[src/rtl/uart_pkg.sv]
// uart_pkg: types and constants shared by the UART receive and transmit blocks
package uart_pkg;
  typedef enum logic [2:0] {IDLE, DATA, PARITY, STOP1, STOP2} rx_state_t;
  localparam logic PARITY_EVEN = 1'b0;
  localparam logic PARITY_ODD = 1'b1;
  localparam int DEFAULT_DATA_W = 8;
endpackage

[src/rtl/uart_shift_reg.sv]
// uart_shift_reg: serial-in/parallel-out register; either end can receive the first bit
module uart_shift_reg #(
  parameter int DATA_W = uart_pkg::DEFAULT_DATA_W,
  parameter bit LSB_FIRST = 1'b1
) (
  input  logic              clk,
  input  logic              reset,
  input  logic              shift_en,
  input  logic              clear,
  input  logic              din,
  output logic [DATA_W-1:0] q
);
  always_ff @(posedge clk) begin
    if (reset || clear) q <= '0;
    else if (shift_en) q <= LSB_FIRST ? {din, q[DATA_W-1:1]} : {q[DATA_W-2:0], din};
  end
endmodule

[src/rtl/uart_rx_framer.sv]
// uart_rx_framer: tick-driven UART receive framer with parity/stop checks and valid/ack output
module uart_rx_framer #(
  parameter int DATA_W = uart_pkg::DEFAULT_DATA_W,
  parameter bit LSB_FIRST = 1'b1,
  parameter bit PARITY_EN = 1'b0,
  parameter bit PARITY_ODD = 1'b0,
  parameter int STOP_BITS = 1
) (
  input  logic              clk,
  input  logic              reset,
  input  logic              rx_datain,
  input  logic              sample_tick,
  input  logic              rx_ack,
  output logic [DATA_W-1:0] rx_dataout,
  output logic              rx_valid,
  output logic              parity_err,
  output logic              frame_err,
  output logic              overrun_err,
  output logic              rx_busy
);
  import uart_pkg::*;
  localparam logic [3:0] LAST = 4'(DATA_W - 1);
  rx_state_t state, state_n;
  logic [3:0] bit_cnt;
  logic armed, par_q, frm_q, start, shift_en, stop, done;
  logic [DATA_W-1:0] sh;
  uart_shift_reg #(.DATA_W(DATA_W), .LSB_FIRST(LSB_FIRST)) u_sh (
    .clk(clk), .reset(reset), .shift_en(shift_en), .clear(start), .din(rx_datain), .q(sh)
  );
  always_comb begin
    state_n = state;
    case (state)
      IDLE:    state_n = (!rx_datain && armed) ? DATA : IDLE;
      DATA:    state_n = (bit_cnt == LAST) ? (PARITY_EN ? PARITY : STOP1) : DATA;
      PARITY:  state_n = STOP1;
      STOP1:   state_n = (STOP_BITS == 2) ? STOP2 : IDLE;
      default: state_n = IDLE;
    endcase
    if (!sample_tick) state_n = state;
    start = sample_tick && state == IDLE && !rx_datain && armed;
    shift_en = sample_tick && state == DATA;
    stop = sample_tick && (state == STOP1 || state == STOP2);
    done = stop && (state == STOP2 || STOP_BITS != 2);
  end
  always_ff @(posedge clk) begin
    if (reset) begin
      state <= IDLE;
      bit_cnt <= '0;
      armed <= 1'b0;
      par_q <= 1'b0;
      frm_q <= 1'b0;
      rx_dataout <= '0;
      rx_valid <= 1'b0;
      parity_err <= 1'b0;
      frame_err <= 1'b0;
      overrun_err <= 1'b0;
      rx_busy <= 1'b0;
    end else begin
      state <= state_n;
      rx_busy <= state_n != IDLE;
      if (start) begin
        bit_cnt <= '0;
        armed <= 1'b0;
        par_q <= 1'b0;
        frm_q <= 1'b0;
      end else if (shift_en) bit_cnt <= bit_cnt + 4'd1;
      if (sample_tick && state == IDLE && rx_datain) armed <= 1'b1;
      if (sample_tick && state == PARITY) par_q <= ^sh ^ rx_datain ^ PARITY_ODD;
      if (stop && !rx_datain) frm_q <= 1'b1;
      // completion wins over a plain ack; an ack alongside it only suppresses overrun
      if (done) begin
        rx_dataout <= sh;
        parity_err <= par_q;
        frame_err <= frm_q | !rx_datain;
        rx_valid <= 1'b1;
        overrun_err <= !rx_ack && (rx_valid || overrun_err);
        armed <= rx_datain;
      end else if (rx_ack && rx_valid) begin
        rx_valid <= 1'b0;
        parity_err <= 1'b0;
        frame_err <= 1'b0;
        overrun_err <= 1'b0;
      end
    end
  end
endmodule

[config.mk]
export PLATFORM = sky130hd
export DESIGN_NAME = uart_rx_framer
export DESIGN_NICKNAME = d
export VERILOG_FILES = /design/src/rtl/uart_pkg.sv /design/src/rtl/uart_shift_reg.sv /design/src/rtl/uart_rx_framer.sv
export SDC_FILE = /design/constraint.sdc
export NUM_CORES = 1
export LEC_CHECK = 0
export CORE_ASPECT_RATIO = 1.4
export CORE_MARGIN = 8
export CORE_UTILIZATION = 60
export DETAILED_ROUTE_END_ITERATION = 8
export DONT_BUFFER_PORTS = 1
export PLACE_DENSITY_LB_ADDON = 0.05
export SYNTH_ARGS = -nofsm -noshare
export SYNTH_HDL_FRONTEND = slang
export SYNTH_SLANG_ARGS = --single-unit
[constraint.sdc]
create_clock -name clk -period 1.8 [get_ports clk]
set_input_delay 0.36 -clock clk [delete_from_list [all_inputs] [get_ports clk]]
set_output_delay 0.36 -clock clk [all_outputs]
set_load 0.02 [all_outputs]
Word level (Yosys, flattened, before mapping)
Index checks and enable logic that the tools add are counted.
Word-level totals
  register bits: 31
  latch bits: 0
  bits in writable memories: 0
  memory bits (read-only): 0
  input port bits: 5
  output and inout bits: 13
  memories kept: 0
Cells by class
  $add $sub $neg: 1
  multipliers: 0
  divide/modulo/power cells: 0
  $lt $le $gt $ge: 0
  eq/ne operators: 5
  shift-type cells: 0
  mux-type cells: 14
  bitwise gates (word level): 2
  reductions and logical operators: 24
Operators by type and width (number)
  1-bit logical AND: 11
  1-bit 2-to-1 mux: 11
  8-bit XOR reduction: 1
  3-bit by 2-bit equality test with 1-bit output, second input constant: 2
  2-bit one-hot mux with 3 select lines: 1
  2-bit nonzero test: 3
  3-bit nonzero test: 2
  4-bit by 1-bit adder with 4-bit output, second input constant: 1
  4-bit by 3-bit equality test with 1-bit output, second input constant: 1
  3-bit by 1-bit equality test with 1-bit output, second input constant: 1
  3-bit equality test, second input constant: 1
  3-bit zero test: 1
  1-bit logical OR: 3
  3-bit 2-to-1 mux: 1
  1-bit zero test: 2
  2-bit 2-to-1 mux: 1
  2-bit OR reduction: 1
  1-bit bitwise OR: 1
  1-bit bitwise XOR: 1

Longest topological paths before layout
Gate-level depths: netlist of run 1.
  depth after elaboration: 7
  gate-level depth with buffers: 6
  gate-level depth less buffers: 4

Modules after synthesis
Synthesis of run 1 repeated with hierarchy kept, for this count alone.
Unflattened totals
  cell total of the unflattened synthesis: 139
  area total of the unflattened synthesis: 1388.8 µm²
Modules (own cells, without submodules)
  uart_rx_framer: instances 1, cells each 112, area an instance 1093.5 µm², seq. area each 460.4 µm²
  uart_shift_reg: instances 1, cells each 27, area an instance 295.3 µm², seq. area each 160.2 µm²

Worst setup path after synthesis of run 1
No wires, ideal clock.
  path kind: reg-to-reg
  start: register state[2]
  end: register rx_dataout[2]
  arrival: 1.229 ns
  data required time: 1.672 ns
  slack: 0.444 ns
  cell stages (with the launch flop): 6
  buffers on the path: 1
  cell sequence: dfxtp_1 and3b_1 o21ai_4 buf_6 mux2i_1 nor2_1
On the way
  cells in the longest elaborated chain, start to end: 3
  elaborated cells between the ends (all ways): 4
  classes of those cells: eq/ne (2); reduce/logical (2)
RTL lines
  start, declared: line uart_rx_framer.sv:23  | rx_state_t state, state_n;
  start signal, assigned: line uart_rx_framer.sv:59  | state <= state_n;
  3-bit by 2-bit equality test with 1-bit output / 3-bit equality test (equally long branches)
  1-bit logical OR (*): line uart_rx_framer.sv:42  | stop = sample_tick && (state == STOP1 || state == STOP2);
  1-bit logical AND (*): line uart_rx_framer.sv:42
  end signal, assigned: line uart_rx_framer.sv:72  | rx_dataout <= sh;
  end, declared: line uart_rx_framer.sv:14  | output logic [DATA_W-1:0] rx_dataout,
Every way passes the cells marked *; elsewhere a longest branch is shown, timed or not.
A chain may end at the register's enable or synchronous reset.

Worst setup path after layout of run 1
  start: register state[0]
  end: register u_sh.q[2]
On the way
  cells in the longest elaborated chain, start to end: 5
  elaborated cells between the ends (all ways): 7
  classes of those cells: eq/ne (1); reduce/logical (6)
RTL lines
  3-bit zero test: line uart_rx_framer.sv:40  | start = sample_tick && state == IDLE && !rx_datain && armed;
  1-bit logical AND (3 in a row): line uart_rx_framer.sv:40
  1-bit logical OR: line uart_shift_reg.sv:14  | if (reset || clear) q <= '0;
  end signal, assigned: line uart_shift_reg.sv:15  | else if (shift_en) q <= LSB_FIRST ? {din, q[DATA_W-1:1]} : {q[DATA_W-2:0], din};
  end, declared: line uart_shift_reg.sv:11  | output logic [DATA_W-1:0] q
Several ways; a longest one is shown, not always the timed one.

==> metrics.txt, run 1 <==
outcome=complete, no violations; CP required=2.00 ns; pwr dens=818 nW/um^2; total CTS buffers=5; number of port buffers=0; Die Span X=56.1 um; vias per cell=5.81; Critical R2R Capture=u_sh.q[2]$_SDFFE_PP0P_; Clk Latency, worst-skew pair=0.34 ns; Leak=0.551 nW; Mapped Area=1350 sq um; hold crit path type=in -> reg; Die ar.=4040 sq um; predominant post-synthesis flop cell=dfxtp_1; placed cell area=1330 sq um; fraction of registers with async set/reset=0%; Slew @ Worst Pin=0.512 ns; TritonRoute pass-1 iters=3; FF-to-FF setup slack=0.18 ns; DRC=0; Peak supply drop=0.560 mV; Pins Over Slew Limit=0; distinct cell type count after synthesis=37; largest net degree at the start of global routing=22; Arr. time, crit path=1.82 ns; clock root cell=clkbuf_4; number of global-route vias before repair=916; starting density of the core=62.7%; post-cts gate resize count=0; crit path from=state[0]$_SDFF_PP0_; clk_skew=0.0126 ns; setup TNS=0 ns; overall routing resource usage=12.3%; Post-Syn Instances=144; Final nets=148; io pins=18; WHS=0.0754 ns; Mapped Nets=150; layout cells sized above 1=7.75%; Fin. Hold Viols=0; FF-to-FF Start=state[0]$_SDFF_PP0_; fillers=187; RSZ-0062 raised after global routing=no; pre-CTS worst setup slack=0.184 ns; Layout area overhead=2.41%; number of synthesized flops with an enable pin=0; via count=953; minimum clock period=1.62 ns; first-pass GRT wire length=4.05 mm; CTS sink count=31; Final ANT Viol Nets=0; CTS tree=yes; Seq/Total Area, Yosys=46.0%; hpwl dp=1.66 mm; type of origin of the critical path=flop; routed len/inst=14.5 um; syn_area_per_cell=9.37 sq um; Critical Path Sink=u_sh.q[2]$_SDFFE_PP0P_; Post-Place Cells=157; Clock Tree Buf Depth=2; synth warn=0; critical path class=reg -> reg; final instance area=1380 sq um; CTS H-Tree Depth=2; fin cells=164; Core Util, Final=64.2%; CP Capture Type=flop; postcts setup bufs=0; initial antenna violation count=0; total power=1.13 mW; synthesized flop and latch total=31; CP max FO=10; core box area=2150 sq um; Post-CTS Hold Buffers=0; FF-to-FF path depth=4; Slew headroom=65.7%; # diodes=0; routed wire length=2.37 mm; total grt overflow=0; Final Cycle Share=90.0%; final worst slack=0.180 ns; First DRT Iteration DRCs=10; GP Congestion=0.749; Max Cap Viol=0; FMAX=617 MHz; DIE HEIGHT=72.1 um; Setup Viol. Count Final=0; clock-pin slew on the worst setup and hold paths=0.10 ns; Std-Cell Rows=20
synth_stat cells, drive strengths merged, types with 3 or more instances:
cell type	instances	area share [%]
a21oi	11	4.1
buf	7	3.2
dfxtp	31	46
mux2i	9	6.7
nand2	22	6.1
nand2b	3	1.4
nor2	16	4.5
nor3b	4	3.1
o21ai	3	1.9
xnor2	4	2.6
xor2	4	2.6
power by group:
group          internal, mW  switching, mW  leakage, nW
combinational        0.0124         0.0135        0.267
sequential            0.689        0.00423        0.250
clock                 0.181          0.230       0.0341
sequential cells by signal, summed over array words and instances (netlist names):
signal / flops
overrun_err: 1
parity_err: 1
bit_cnt: 4
rx_valid: 1
frm_q: 1
u_sh.q: 8
armed: 1
rx_busy: 1
frame_err: 1
state: 3
par_q: 1
rx_dataout: 8
worst min-delay path by stage:
stage                                       start                          to  slack (ns)  cells past startpoint
after global placement                      reset       rx_valid$_SDFFE_PP0P_        0.43                      1
after CTS                                   reset       rx_valid$_SDFFE_PP0P_        0.07                      1
after floorplan           bit_cnt[1]$_SDFFE_PP0P_     bit_cnt[1]$_SDFFE_PP0P_        0.45                      2
final                                       reset       rx_valid$_SDFFE_PP0P_        0.08                      1
after global routing                        reset  rx_dataout[1]$_SDFFE_PP0P_        0.06                      1
after detailed placement                    reset     parity_err$_SDFFE_PP0P_        0.43                      1
worst max-delay path: stages, from the launching register on:
cell     delay [ns]
dfxtp_1        0.52
inv_1          0.09
or4_1          0.68
nand2_1        0.13
a21oi_1        0.07
cell usage in the layout (no fill, tap or decap), types with 2 or more instances in the layout:
cell       instances
inv_1              2
nand2_1           22
dfxtp_1           31
nor3b_1            3
o21ai_0            2
nand3b_1           2
xor2_1             4
o211ai_1           2
a2bb2oi_1          2
nor2b_1            2
clkbuf_4           5
nor2_1            16
a21oi_1           11
nand4b_1           2
nand2b_1           3
mux2i_1            9
xnor2_1            4
a211oi_1           2
layer usage:
metal  share of wire [%]  GRT usage [%]  vias up
li1                    -              -      492
met4                 2.0           6.43        0
met1                  43           12.5      438
met5                   0              0        -
met2                  46           19.5       18
met3                 8.1           7.33        5
area by class of cell:
cell class	count	area [sq um]	area share (%)
sequential	31	621	44.9
clock inverter	1	5.00	0.362
tap	22	27.5	1.99
multi-input combinational	102	669	48.5
inverter	2	7.51	0.543
clock buffer	6	51.3	3.71
cell families after synthesis:
family | Yosys count | share of synthesized area, %
buffers and inverters | 11 | 4.36
xor gates and xnor gates | 9 | 6.86
DFF | 31 | 46.0
AOI/OAI and AO/OA | 25 | 12.5
and+or+nand+nor | 58 | 22.6
muxes | 9 | 6.68
adders and majority gates | 1 | 0.927
Power figures use the tool's default switching activity.
==> run 2: changes to the inputs <==
--- a/config.mk
+++ b/config.mk
@@ -5,7 +5,7 @@
 export SDC_FILE = /design/constraint.sdc
 export NUM_CORES = 1
 export LEC_CHECK = 0
-export CORE_ASPECT_RATIO = 1.4
+export CORE_ASPECT_RATIO = 0.7
 export CORE_MARGIN = 8
 export CORE_UTILIZATION = 60
 export DETAILED_ROUTE_END_ITERATION = 8
==> run 2 against run 1 <==
Effect of this change:
- worst setup slack worse by 0.058 ns
- combinational power rose by 2%
- register-to-register slack lost 0.06 ns
- power shrank 6.4%
- wire length down 1.6%
- cell count is 5.5% higher
- first-iteration DRC count increased to 5.1 times the previous value
- count of clock-buffer cells in the layout is the same
- final area decreased by 0.18%
- critical path type unchanged
- critical endpoint is now u_sh.q[6]$_SDFFE_PP0P_
==> metrics.txt, run 2 (synthesized netlist as in run 1, its figures left out) <==
pwr dens=767 nW/um^2; type of origin of the critical path=flop; Final nets=148; initial antenna violation count=0; CP Capture Type=flop; clk_skew=0.00306 ns; total CTS buffers=5; # diodes=0; Crit-path slowest cell=or4_1; Std-Cell Rows=14; routed wire length=2.33 mm; final worst slack=0.121 ns; CP max FO=10; CTS sink count=31; FF-to-FF path depth=4; Die Span X=72.7 um; Final Cycle Share=93.3%; largest net degree at the start of global routing=22; FF-to-FF setup slack=0.12 ns; WHS=0.108 ns; first-pass GRT wire length=4.12 mm; Post-CTS Hold Buffers=0; CTS tree=yes; setup TNS=0 ns; number of port buffers=0; Slew headroom=66.5%; CTS H-Tree Depth=2; layout cells sized above 1=6.38%; First DRT Iteration DRCs=51; via count=939; Critical Path Sink=u_sh.q[6]$_SDFFE_PP0P_; post-cts gate resize count=0; Final ANT Viol Nets=0; critical path class=reg -> reg; postcts setup bufs=0; fillers=189; top flop regs=rx_dataout x8, u_sh.q x8, bit_cnt x4; final instance area=1380 sq um; minimum clock period=1.68 ns; Post-Place Cells=167; FF-to-FF Start=state[0]$_SDFF_PP0_; Leak=0.541 nW; pre-CTS worst setup slack=0.169 ns; DIE HEIGHT=55.7 um; Fin. Hold Viols=0; core box area=2140 sq um; total grt overflow=0; crit path from=state[0]$_SDFF_PP0_; Worst path max stage delay=0.69 ns; FMAX=596 MHz; most common cell after layout, fill and taps aside=dfxtp_1; clock root cell=clkbuf_4; GP Congestion=0.825; clock-pin slew on the worst setup and hold paths=0.08 ns; Layout area overhead=2.23%; outcome=complete, no violations; fin cells=173; routed len/inst=13.5 um; Clk Latency, worst-skew pair=0.31 ns; Clock Tree Buf Depth=2; placed cell area=1340 sq um; number of global-route vias before repair=920; total power=1.06 mW; Core Util, Final=64.5%; Max Cap Viol=0; Critical R2R Capture=u_sh.q[6]$_SDFFE_PP0P_; overall routing resource usage=12.7%; RSZ-0062 raised after global routing=no; hold path depth=1; vias per cell=5.43; Peak supply drop=0.399 mV; DRC=0; Arr. time, crit path=1.86 ns; io pins=18; most frequent cells in the layout=dfxtp_1 (31), nand2_1 (22), nor2_1 (16), a21oi_1 (11), mux2i_1 (9); CP cell instances=inv_1 -> or4_1 -> nand2_1 -> a21oi_1; CP required=1.98 ns; TritonRoute pass-1 iters=4; hold crit path type=in -> reg; starting density of the core=63.1%; hpwl dp=1.68 mm; Slew @ Worst Pin=0.501 ns; Pins Over Slew Limit=0; Die ar.=4050 sq um; Setup Viol. Count Final=0
[run 2: power by group]
part,internal (mW),switching (mW)
Sequential,0.689,0.00451
Combinational,0.0124,0.0139
Clock,0.139,0.200
Total,0.840,0.218
[run 2: worst max-delay path, delay by kind of cell (launching register included)]
family                 cells  cell delay (ns)
DFF                        1             0.55
and+or+nand+nor            2             0.83
AOI/OAI and AO/OA          1             0.07
buffers and inverters      1             0.10
[run 2: final cells by class]
cell class                      instances  area, sq um  share of cell area, %
Tap cell                               32         40.0                   2.90
Sequential cell                        31          621                   45.0
Multi-Input combinational cell        102          669                   48.5
Clock buffer                            6         41.3                   2.99
Inverter                                2         7.51                  0.544
[run 2: worst min path at each step]
stage	to	startpoint	slack [ns]
finish	overrun_err$_SDFFE_PP0P_	reset	0.11
global route	state[1]$_SDFF_PP0_	reset	0.07
CTS	overrun_err$_SDFFE_PP0P_	reset	0.09
detailed placement	overrun_err$_SDFFE_PP0P_	reset	0.43
global placement	rx_valid$_SDFFE_PP0P_	reset	0.43
floorplan	bit_cnt[1]$_SDFFE_PP0P_	bit_cnt[1]$_SDFFE_PP0P_	0.45
[run 2: per-layer routing]
| layer | wire length [um] | track usage [%] | up-vias |
|---|---|---|---|
| met3 | 204 | 6.47 | 2 |
| li1 | - | - | 491 |
| met5 | 0 | 0 | - |
| met2 | 1010 | 19.5 | 21 |
| met4 | 13 | 5.11 | 0 |
| met1 | 1110 | 14.4 | 425 |
